`src/rtl/uart_tx_scheduler.sv`:
```
// uart_tx_scheduler
//
// Purpose:
//   Shares one uart_tx between N_REQ byte requesters using round-robin
//   arbitration. The winning requester's byte is latched and a one-cycle
//   start pulse is sent to the transmitter. The transmitter's busy flag is
//   then followed through the frame, and completion (done) or a start
//   timeout (to_err) is reported.
//
// Optional feature (macro UART_LOOPBACK_CHECK_EN):
//   When this macro is defined, the byte received back from a looped-back
//   uart_rx is compared with the last byte sent. Each mismatch is counted.
//   When the macro is undefined, rx_data and rx_done are ignored, and
//   lb_mismatch and lb_err_cnt are tied to 0.
//
// Parameters:
//   N_REQ    number of requesters (2..8)
//   BUSY_TO  cycles to wait for tx_busy to rise after the start pulse
//   CNT_W    width of the frame and loopback error counters
//
// Ports:
//   clk          clock
//   reset_n      asynchronous active-low reset
//   req          per-requester level request, held until gnt
//   req_data     byte for requester i at [8*i+7:8*i]
//   gnt          one-hot pulse: byte of requester i latched
//   done         one-hot pulse: frame of requester i finished
//   tx_start     start pulse to uart_tx
//   tx_data      byte to uart_tx, stable for the whole frame
//   tx_busy      busy flag from uart_tx
//   to_err       pulse: tx_busy never rose after the start pulse
//   frame_cnt    completed frames, wraps
//   rx_data      byte from uart_rx (loopback check only)
//   rx_done      byte-valid strobe from uart_rx (loopback check only)
//   lb_mismatch  pulse: looped-back byte differs from the byte sent
//   lb_err_cnt   loopback mismatch count, saturates at all-ones

module uart_tx_scheduler #(
    parameter int N_REQ   = 4,
    parameter int BUSY_TO = 8,
    parameter int CNT_W   = 16
) (
    input  logic                 clk,
    input  logic                 reset_n,
    input  logic [N_REQ-1:0]     req,
    input  logic [8*N_REQ-1:0]   req_data,
    output logic [N_REQ-1:0]     gnt,
    output logic [N_REQ-1:0]     done,
    output logic                 tx_start,
    output logic [7:0]           tx_data,
    input  logic                 tx_busy,
    output logic                 to_err,
    output logic [CNT_W-1:0]     frame_cnt,
    input  logic [7:0]           rx_data,
    input  logic                 rx_done,
    output logic                 lb_mismatch,
    output logic [CNT_W-1:0]     lb_err_cnt
);

    localparam int IDX_W = (N_REQ > 1) ? $clog2(N_REQ) : 1;
    localparam int TO_W  = $clog2(BUSY_TO + 1);

    typedef enum logic [1:0] {
        IDLE,
        ISSUE,
        WAIT_HI,
        WAIT_LO
    } state_t;

    state_t            state;
    logic [IDX_W-1:0]  rr_ptr;
    logic [IDX_W-1:0]  owner;
    logic [TO_W-1:0]   to_cnt;
    logic [IDX_W-1:0]  winner;
    logic              found;

    // Advance a requester index by 'off' positions, wrapping at N_REQ.
    function automatic logic [IDX_W-1:0] wrap_idx(input logic [IDX_W-1:0] base,
                                                  input int off);
        int s;
        s = int'(base) + off;
        if (s >= N_REQ) begin
            s = s - N_REQ;
        end
        return IDX_W'(s);
    endfunction

    // Search starts at the requester just after the last winner.
    // The last winner is checked last, which gives strict rotation.
    always_comb begin
        winner = '0;
        found  = 1'b0;
        for (int k = 1; k <= N_REQ; k++) begin
            if (!found && req[wrap_idx(rr_ptr, k)]) begin
                found  = 1'b1;
                winner = wrap_idx(rr_ptr, k);
            end
        end
    end

    // All outputs are registered.
    // tx_start is asserted on the cycle after gnt.
    // done is asserted on the cycle after tx_busy falls.
    always_ff @(posedge clk or negedge reset_n) begin
        if (!reset_n) begin
            state     <= IDLE;
            rr_ptr    <= IDX_W'(N_REQ - 1);
            owner     <= '0;
            to_cnt    <= '0;
            gnt       <= '0;
            done      <= '0;
            tx_start  <= 1'b0;
            tx_data   <= '0;
            to_err    <= 1'b0;
            frame_cnt <= '0;
        end else begin
            gnt      <= '0;
            done     <= '0;
            tx_start <= 1'b0;
            to_err   <= 1'b0;
            case (state)
                IDLE: begin
                    // Wait for the transmitter to be free before granting.
                    if (found && !tx_busy) begin
                        owner       <= winner;
                        rr_ptr      <= winner;
                        tx_data     <= req_data[{winner, 3'b000} +: 8];
                        gnt[winner] <= 1'b1;
                        state       <= ISSUE;
                    end
                end
                ISSUE: begin
                    tx_start <= 1'b1;
                    to_cnt   <= '0;
                    state    <= WAIT_HI;
                end
                WAIT_HI: begin
                    if (tx_busy) begin
                        state <= WAIT_LO;
                    end else if (to_cnt == TO_W'(BUSY_TO - 1)) begin
                        // Transmitter never accepted the start pulse: abandon the frame.
                        to_err <= 1'b1;
                        state  <= IDLE;
                    end else begin
                        to_cnt <= to_cnt + 1'b1;
                    end
                end
                WAIT_LO: begin
                    if (!tx_busy) begin
                        done[owner] <= 1'b1;
                        frame_cnt   <= frame_cnt + 1'b1;
                        state       <= IDLE;
                    end
                end
                default: state <= IDLE;
            endcase
        end
    end

`ifdef UART_LOOPBACK_CHECK_EN
    logic [7:0] last_sent;

    // Capture the byte on its start pulse. tx_data is already stable then.
    // A rx_done in any FSM state is checked against the last byte sent.
    always_ff @(posedge clk or negedge reset_n) begin
        if (!reset_n) begin
            last_sent   <= '0;
            lb_mismatch <= 1'b0;
            lb_err_cnt  <= '0;
        end else begin
            lb_mismatch <= 1'b0;
            if (tx_start) begin
                last_sent <= tx_data;
            end
            if (rx_done && (rx_data != last_sent)) begin
                lb_mismatch <= 1'b1;
                if (lb_err_cnt != '1) begin
                    lb_err_cnt <= lb_err_cnt + 1'b1;
                end
            end
        end
    end
`else
    logic unused_rx;

    assign unused_rx   = ^{rx_data, rx_done};
    assign lb_mismatch = 1'b0;
    assign lb_err_cnt  = '0;
`endif

endmodule
```
`config.mk`:
```
export PLATFORM = sky130hd
export DESIGN_NAME = uart_tx_scheduler
export DESIGN_NICKNAME = d
export VERILOG_FILES = /design/src/rtl/uart_tx_scheduler.sv
export SDC_FILE = /design/constraint.sdc
export NUM_CORES = 1
export LEC_CHECK = 0
export CAP_MARGIN = 10
export CORE_AREA = 2 2 60 104
export DETAILED_ROUTE_END_ITERATION = 10
export DIE_AREA = 0 0 62 106
export PLACE_DENSITY = 0.78
export SETUP_SLACK_MARGIN = 0.1
export SYNTH_ARGS = -nofsm -noshare
export SYNTH_HDL_FRONTEND = slang
export SYNTH_SLANG_ARGS = --single-unit
```
`constraint.sdc`:
```
create_clock -name clk -period 2.34 [get_ports clk]
set_clock_uncertainty 0.15 [all_clocks]
set_input_delay 0.351 -clock clk [delete_from_list [all_inputs] [get_ports clk]]
set_output_delay 0.351 -clock clk [all_outputs]
set_load 0.03 [all_outputs]
```
Word level (Yosys, flattened, before mapping). Cells that the tools add are included.

Bits in read-only memories: 0. Input port bits: 48. Register bits: 44. Memory bits (writable): 0. Memories: 0. Bits in latches: 0. Logic and storage cells: 99.

Multiply operators: 0. Bitwise logic cells: 1. Add/sub/neg operators: 10. Equal/unequal tests: 9. Div/mod/pow operators: 0. Reduce and logical (&&, ||, !) cells: 16. Order comparisons: 12. Muxes and demuxes: 40. Shift-type cells: 1.

Operators by type and width (count): 32-bit by 6-bit variable part select with 8-bit output (1); 2-bit two-way mux (12); 4-bit two-way mux (6); 2-bit by 3-bit less-than comparator with 1-bit output (second input constant) (6); 16-bit by 1-bit adder with 16-bit output (second input constant) (1); 1-bit two-way mux (14); 3-bit greater-or-equal comparator (second input constant) (3); 1-bit binary-select mux with 2-bit select (4); 2-bit inequality test (second input constant) (4); 2-bit one-hot mux with 4 select lines (1); 4-bit one-hot mux with 2 select lines (1); 2-bit by 1-bit subtractor with 2-bit output (second input constant) (4); 2-bit by 2-bit adder with 3-bit output (second input constant) (2); 1-bit logical AND (6); 3-bit AND reduction (2); 2-bit by 3-bit adder with 4-bit output (second input constant) (1); 4-bit by 1-bit adder with 4-bit output (second input constant) (1); 1-bit demux with 2-bit select (2); 2-bit == test (second input constant) (2); 4-bit by 3-bit == test with 1-bit output (second input constant) (1); 2-bit by 1-bit greater-or-equal comparator with 1-bit output (second input constant) (2); 4-bit by 3-bit greater-or-equal comparator with 1-bit output (second input constant) (1); 1-bit logical NOT (4); 2-bit AND reduction (2); 6 further kinds (6).

Longest topological paths before layout. Gate-level depths: netlist (run 1).

Word-level depth: 21. Depth in mapped cells: 7. Mapped depth without buffers: 6.

Worst setup path after synthesis (run 1). OpenSTA, ideal clock, no wires.

Path type: register -> register. Start point: register rr_ptr[1]. End point: register tx_data[2]. Cell stages (with the launch flop): 7. Path buffers: 1. Setup slack: 0.493 ns. Setup time: 0.087 ns. Arrival: 1.611 ns. Path through: dfstp_2 -> buf_6 -> mux2i_4 -> a2bb2oi_2 -> nand3_1 -> a211o_1 -> o211ai_1.

Word-level cells in the longest chain between the ends: 17. Elaborated cells between the ends (all ways): 41. Classes of those cells: add/sub: 8; order compare: 4; shift: 1; mux: 20; reduce/logical: 8.

Ends and longest elaborated chain: from (decl) (line 71) `logic [IDX_W-1:0] rr_ptr;`; from (signal assigned) (line 107) `rr_ptr <= IDX_W'(N_REQ - 1);`; from (signal assigned) (line 126) `rr_ptr <= winner;`; parallel branches: the longest is 17 deep, another holds 2-bit by 1-bit adder with 3-bit output; to (signal assigned) (line 127) `tx_data <= req_data[{winner, 3'b000} +: 8];`; to (decl) (line 50) `output logic [7:0] tx_data,`.

Several ways; the timed one is not identified. The select of a mux whose other input is x is not followed. A chain may end at the register's enable or synchronous reset.

Worst setup path in the final report (run 1).
Start point: input tx_busy. End point: register tx_data[0].

Word-level cells in the longest chain between the ends: 3.

Ends and longest elaborated chain: from (decl) (line 51) `input logic tx_busy,`; 1-bit logical NOT; 1-bit logical AND (line 124) `if (found && !tx_busy) begin`; 2-bit AND reduction (no line).

Every way passes these cells.

==> impl_metrics.csv, run 1 <==
group,metric,value,unit
yosys,async_flop_share,1.00,
grt,grt_first_pass_wirelength,8800,µm
finish,nets,362,
place,place_area,3220,µm²
route,drtPass1Iterations,6,
hold_path,hold_path.class,"reg -> reg",
finish,stdcell_area,3370,µm²
timing,final_hold_viol_count,0,
timing,rsz0062_at_grt,"no",
grt,use_met1,0.177,
place,routabilityCongestion,0.839,
clocking,cts.path.max_buffers,2,
yosys,postSynthCellCount,230,
status,status,"complete, no violations",
timing,finalCriticalPeriod,2.07,ns
worst_setup_path,timing.critical_path.arrival,2.14,ns
clocking,cts_made_buffers,5,
grt,gr-max-usage-layer,"met2",
floorplanning,pin_count,99,
grt,grt_util_met2,0.327,
worst_setup_path,cp.required,2.40,ns
grt,grt.total_usage,0.176,
worst_setup_path,cp-start-kind,"primary input",
clocking,post-cts-setup-buffers,0,
timing,max_freq,482,MHz
finish,final_common_cell,"clkdlybuf4s50_1",
finish,layout-drive-gt1-share,0.115,
timing,worst_slew_pin_slew,0.539,ns
floorplanning,coreArea,5790,µm²
route,viasPerCell,5.01,
clocking,root_buffer,"clkbuf_8",
clocking,clkLatencyLatePin,0.29,ns
floorplanning,start_util,0.413,
hold_path,hold_path_depth,1,
place,place.port_buffers,72,
finish,area_growth,41.1,%
clocking,path_clk_slew,0.08,ns
route,wl_per_cell,13.8,µm
worst_setup_path,cp_max_fo,11,
floorplanning,fp-row-count,37,
yosys,synth_seq_cells,44,
yosys,synth_edf_count,0,
run,maxCapViolCount,0,
yosys,netlist_area,2390,µm²
worst_setup_path,r2r.worst_path.cells,5,
finish,final_util,0.582,
power,ir_drop,0.452,mV
worst_setup_path,r2r_slack,0.28,ns
clocking,htreeDepth,2,
grt,grt_pass1_vias,1955,
route,postRouteWirelength,5380,µm
place,place_hpwl,4090,µm
power,powerDensity,971,nW/µm²
finish,antennaDiodeCount,0,
grt,grt_antenna_before_repair,0,
clocking,cts_sinks,44,
worst_setup_path,worst-setup-path-type,"in -> reg",
yosys,avgSynthCellArea,10.4,µm²
clocking,cts_tree,"built",
grt,grtUsageMet3,0.0304,
grt,grt_max_degree,45,
floorplanning,die_h,106,µm
finish,layout_common_cells,"clkdlybuf4s50_1 (71), dfrtp_1 (42), nand2_1 (20), conb_1 (17)",
timing,drv_slew,0,
floorplanning,die_x,62,µm
worst_setup_path,cp-end-kind,"flop",
floorplanning,dieArea,6570,µm²
grt,grt.overflow.total,0,
yosys,ys_seq_area_frac,0.462,
yosys,synth_cell_type_count,47,
route,post-route-drc-count,0,
timing,slew-limit-headroom,0.641,
timing,setup_viol,0,
route,ant_nets,0,
power,power_leakage,1.49,nW
yosys,yosys_most_used_dff,"dfrtp_1",
route,num_vias,1955,
yosys,ys_warn_count,0,
timing,period_share,0.886,
route,drt-initial-drc-count,84,
## worst max-delay path, stage by stage
cell	delay, ns
clkdlybuf4s50_1	0.47
nor3_1	0.47
a21boi_1	0.36
nand2_2	0.23
o211ai_1	0.25
## through the flow
step	total power [mW]	setup TNS [ns]	setup slack (ns)	instances	hold slack, ns
global placement	2.55	-0.187	-0.0260	382	0.193
CTS	3.28	0	0.195	390	0.326
floorplan	2.09	0	0.493	246	-0.0946
global route	3.47	0	0.170	390	0.343
finish	3.27	0	0.266	390	0.321
detailed placement	2.60	-0.655	-0.0979	382	0.196
## path summary, 6_finish.rpt
| kind | startpoint | end |
|---|---|---|
| worst max-delay path | tx_busy | tx_data[0] |
| worst max register to register | rr_ptr[1] | tx_data[3] |
| min in group asynchronous | reset_n | frame_cnt[3] |
| max in group asynchronous | reset_n | rr_ptr[1] |
| worst min register to register | frame_cnt[15] | frame_cnt[15] |
| worst min-delay path | frame_cnt[15] | frame_cnt[15] |
## per-layer routing
metal  wire length [µm]  share of wire
met3                288          0.054
met5                  0              0
met4                144          0.027
met1               1860           0.35
met2               3090           0.57
## timing repair
item / CTS / global route
gates resized for setup: 0 / 2
hold endpoints to repair: 42 / 0
hold buffers: 1 / 0
endpoints found under the setup margin: 0 / 7
## Yosys cell counts, types with 2 or more instances
master | count | area (µm²)
o21ai_0 | 4 | 20.0
inv_1 | 7 | 26.3
xor2_1 | 6 | 52.6
a211o_1 | 8 | 70.1
and3_1 | 3 | 18.8
buf_6 | 2 | 22.5
nand3_1 | 14 | 70.1
ha_1 | 2 | 25.0
nand4_1 | 4 | 25.0
xnor2_1 | 9 | 78.8
a21boi_1 | 2 | 15.0
nor3b_1 | 2 | 15.0
nor3_2 | 2 | 20.0
buf_2 | 3 | 15.0
nor3_1 | 4 | 20.0
clkbuf_1 | 3 | 11.3
mux2i_1 | 10 | 100
dfstp_2 | 2 | 52.6
o22ai_1 | 2 | 12.5
o211ai_1 | 8 | 60.1
dfrtp_1 | 42 | 1050
nor2_1 | 14 | 52.6
o21ai_1 | 9 | 45.0
nand2_1 | 21 | 78.8
buf_4 | 19 | 143
nand4_2 | 2 | 25.0
a21oi_1 | 6 | 30.0
## kinds of logic (layout without fill, tap and decap cells)
logic type,count (synthesis),after routing,share of synthesized area
buf+inv,34,100,0.0911
mux,12,12,0.0561
other cells,1,17,0.00157
compound gates,49,49,0.155
flops,44,44,0.462
xor+xnor,15,15,0.0550
simple gates,73,73,0.169
fa+ha+maj,2,2,0.0105
## registers in the layout, summed over array words and instances (netlist names)
name	cells
frame_cnt	16
tx_data	8
done	4
gnt	4
to_cnt	4
owner	2
rr_ptr	2
state	2
to_err	1
tx_start	1
## area by class of cell
type / instances / area (µm²)
Clock buffer: 5 / 68.8
Multi-Input combinational cell: 168 / 1150
Timing Repair Buffer: 86 / 861
Sequential cell: 44 / 1100
Clock inverter: 2 / 60.1
Fill cell: 509 / 2420
Tap cell: 78 / 97.6
Inverter: 7 / 26.3
## report_power, final
| part | total (mW) | leakage [nW] | switching [mW] | internal (mW) |
|---|---|---|---|---|
| Clock | 0.667 | 0.0642 | 0.247 | 0.420 |
| Combinational | 1.43 | 0.849 | 0.786 | 0.648 |
| Sequential | 1.17 | 0.578 | 0.208 | 0.963 |
| Total | 3.27 | 1.49 | 1.24 | 2.03 |
(Power assumes the default switching activity.)
==> run 2, diff against run 1 <==
--- a/config.mk
+++ b/config.mk
@@ -5,10 +5,11 @@
 export SDC_FILE = /design/constraint.sdc
 export NUM_CORES = 1
 export LEC_CHECK = 0
+export ABC_AREA = 1
 export CAP_MARGIN = 10
-export CORE_AREA = 2 2 60 104
+export CORE_AREA = 2 2 62 107
 export DETAILED_ROUTE_END_ITERATION = 10
-export DIE_AREA = 0 0 62 106
+export DIE_AREA = 0 0 64 109
 export PLACE_DENSITY = 0.78
 export SETUP_SLACK_MARGIN = 0.1
 export SYNTH_ARGS = -nofsm -noshare
==> impl_metrics.csv, run 2 <==
group,metric,value,unit
floorplanning,pin_count,99,
worst_setup_path,cp-end-kind,"flop",
power,power_leakage,1.89,nW
status,status,"complete, no violations",
worst_setup_path,timing.critical_path.arrival,2.21,ns
route,drtPass1Iterations,4,
route,drt-initial-drc-count,91,
yosys,synth_top_area_share,0.402,
worst_setup_path,r2r_start,"rr_ptr[0]",
power,powerDensity,1310,nW/µm²
clocking,path_clk_slew,0.08,ns
route,postRouteWirelength,5800,µm
floorplanning,die_x,64,µm
yosys,synth_cell_type_count,35,
clocking,htreeDepth,2,
worst_setup_path,r2r_slack,0.15,ns
route,num_vias,2387,
yosys,synth_common_cells,"nand2_1 (86), inv_1 (46), dfrtp_1 (42)",
power,ir_drop,0.676,mV
finish,regMostFlops,"frame_cnt",
worst_setup_path,worst-setup-path-type,"reg -> reg",
finish,area_growth,42.6,%
timing,slew-limit-headroom,0.643,
timing,finalWorstSetupSlack,0.154,ns
timing,finalCriticalPeriod,2.19,ns
floorplanning,die_h,109,µm
timing,setup_viol,0,
timing,worst_slew_pin_slew,0.535,ns
yosys,yosysMostFrequentCell,"nand2_1",
clocking,cts_made_buffers,5,
yosys,postSynthCellCount,329,
timing,drv_slew,0,
clocking,clkLatencyLatePin,0.29,ns
floorplanning,coreArea,6130,µm²
timing,rsz0062_at_grt,"yes",
route,ant_nets,0,
route,wl_per_cell,11.5,µm
clocking,cts_tree,"built",
timing,final_hold_viol_count,0,
finish,layout-drive-gt1-share,0.197,
yosys,avgSynthCellArea,7.94,µm²
yosys,async_flop_share,1.00,
timing,period_share,0.934,
grt,grt.overflow.total,0,
yosys,yosys_most_used_dff,"dfrtp_1",
grt,grt_pass1_vias,2174,
yosys,yosysTopAreaCell,"dfrtp_1",
yosys,synth_seq_cells,44,
timing,tns,0,ns
worst_setup_path,cp.required,2.37,ns
place,place_ws,-0.0164,ns
floorplanning,start_util,0.426,
hold_path,hold_path.class,"reg -> reg",
finish,nets,475,
route,viasPerCell,4.72,
timing,max_freq,457,MHz
clocking,cts_sinks,44,
hold_path,min_from,"owner[1]",
yosys,synthTopCellsByArea,"dfrtp_1 (40%), nand2_1 (12%), inv_1 (6.6%)",
worst_setup_path,r2r.worst_path.cells,13,
floorplanning,dieArea,6980,µm²
worst_setup_path,cp_max_fo,8,
hold_path,hold_path_depth,1,
yosys,ys_seq_area_frac,0.422,
yosys,synth_edf_count,0,
finish,layout_common_cells,"nand2_1 (77), clkdlybuf4s50_1 (71), inv_1 (46), dfrtp_1 (42), nand3_1 (23)",
grt,grt_first_pass_wirelength,9540,µm
yosys,netlist_area,2610,µm²
finish,final_common_cell,"nand2_1",
grt,grt_antenna_before_repair,0,
route,post-route-drc-count,0,
floorplanning,fp-row-count,38,
yosys,ys_warn_count,0,
clocking,root_buffer,"clkbuf_8",
place,place_hpwl,4350,µm
finish,largest_reg_flops,16,
clocking,cts.path.max_buffers,2,
finish,reg_top3,"frame_cnt: 16 flops, tx_data: 8 flops",
grt,grt_max_degree,45,
place,place.port_buffers,72,
finish,antennaDiodeCount,0,
hold_path,min_to,"done[0]",
worst_setup_path,cp-start-kind,"flop",
grt,grt.total_usage,0.172,
finish,fillers,526,
run,maxCapViolCount,0,
place,routabilityCongestion,0.767,
worst_setup_path,reg2reg_to,"tx_data[3]",
run 2: worst max path at each step:
stage / slack (ns) / startpoint / endpoint
finish: 0.15 / rr_ptr[0] / tx_data[3]
global route: 0.004 / rr_ptr[0] / tx_data[3]
CTS: 0.08 / rr_ptr[0] / tx_data[3]
detailed placement: -0.02 / req[0] / gnt[1]
global placement: 0.02 / req[0] / gnt[1]
floorplan: 0.35 / frame_cnt[0] / frame_cnt[14]
run 2: power by group:
group	total (mW)	internal, mW	switching (mW)
logic	3.13	1.35	1.79
registers	1.17	0.977	0.193
clock network	0.570	0.316	0.254
total	4.87	2.64	2.23
run 2: worst max-delay path, cell delays in order, from the launching register on:
cell	delay, ns
dfstp_2	0.65
clkinv_4	0.12
nand2_2	0.09
nand2_2	0.06
nand2_2	0.10
nand2_4	0.07
nor2_4	0.14
nand3_4	0.11
buf_6	0.15
nand3_4	0.11
buf_12	0.12
nor2_4	0.04
nand3_1	0.08
nand3_1	0.07
run 2: through the flow:
step	hold slack (ns)	cells	cell area, µm²	power (mW)	util
after floorplan	-0.0946	345	2670	3.06	-
after global placement	0.296	485	3400	3.75	0.555
after detailed placement	0.307	485	3400	3.83	0.555
after CTS	0.319	496	3550	4.45	0.578
after global routing	0.340	506	3730	5.27	0.608
final	0.315	506	3730	4.87	0.608
run 2: what timing repair did:
action	4_1_cts	5_1_grt
setup buffers	2	9
pin swaps	0	12
hold buffers	1	0
gates cloned	0	1
endpoints found under the hold margin	21	0
gates resized for setup	1	22
setup endpoints to repair	10	14
run 2: layer usage:
metal,GRT usage,vias up,wire length [µm]
met5,0,-,0
met4,0.0512,0,73
met3,0.0217,5,270
met2,0.338,74,3270
met1,0.188,1132,2190
li1,-,1176,-
run 2: cell families (layout without fill, tap and decap cells):
group	after synthesis	after routing	share of synthesized area
and+or+nand+nor	178	178	0.342
buffers and inverters	77	158	0.147
DFF	44	44	0.422
AOI/OAI and AO/OA	15	15	0.0345
xor gates and xnor gates	12	12	0.0431
adders and majority gates	2	2	0.00957
other	1	17	0.00143
run 2: layout make-up:
class / instances / area (µm²) / area share
multi-input combinational: 224 / 1240 / 0.334
sequential: 44 / 1100 / 0.296
timing repair buffer: 98 / 962 / 0.258
inverter: 52 / 205 / 0.0551
tap: 80 / 100 / 0.0269
clock buffer: 5 / 68.8 / 0.0185
clock inverter: 3 / 42.5 / 0.0114
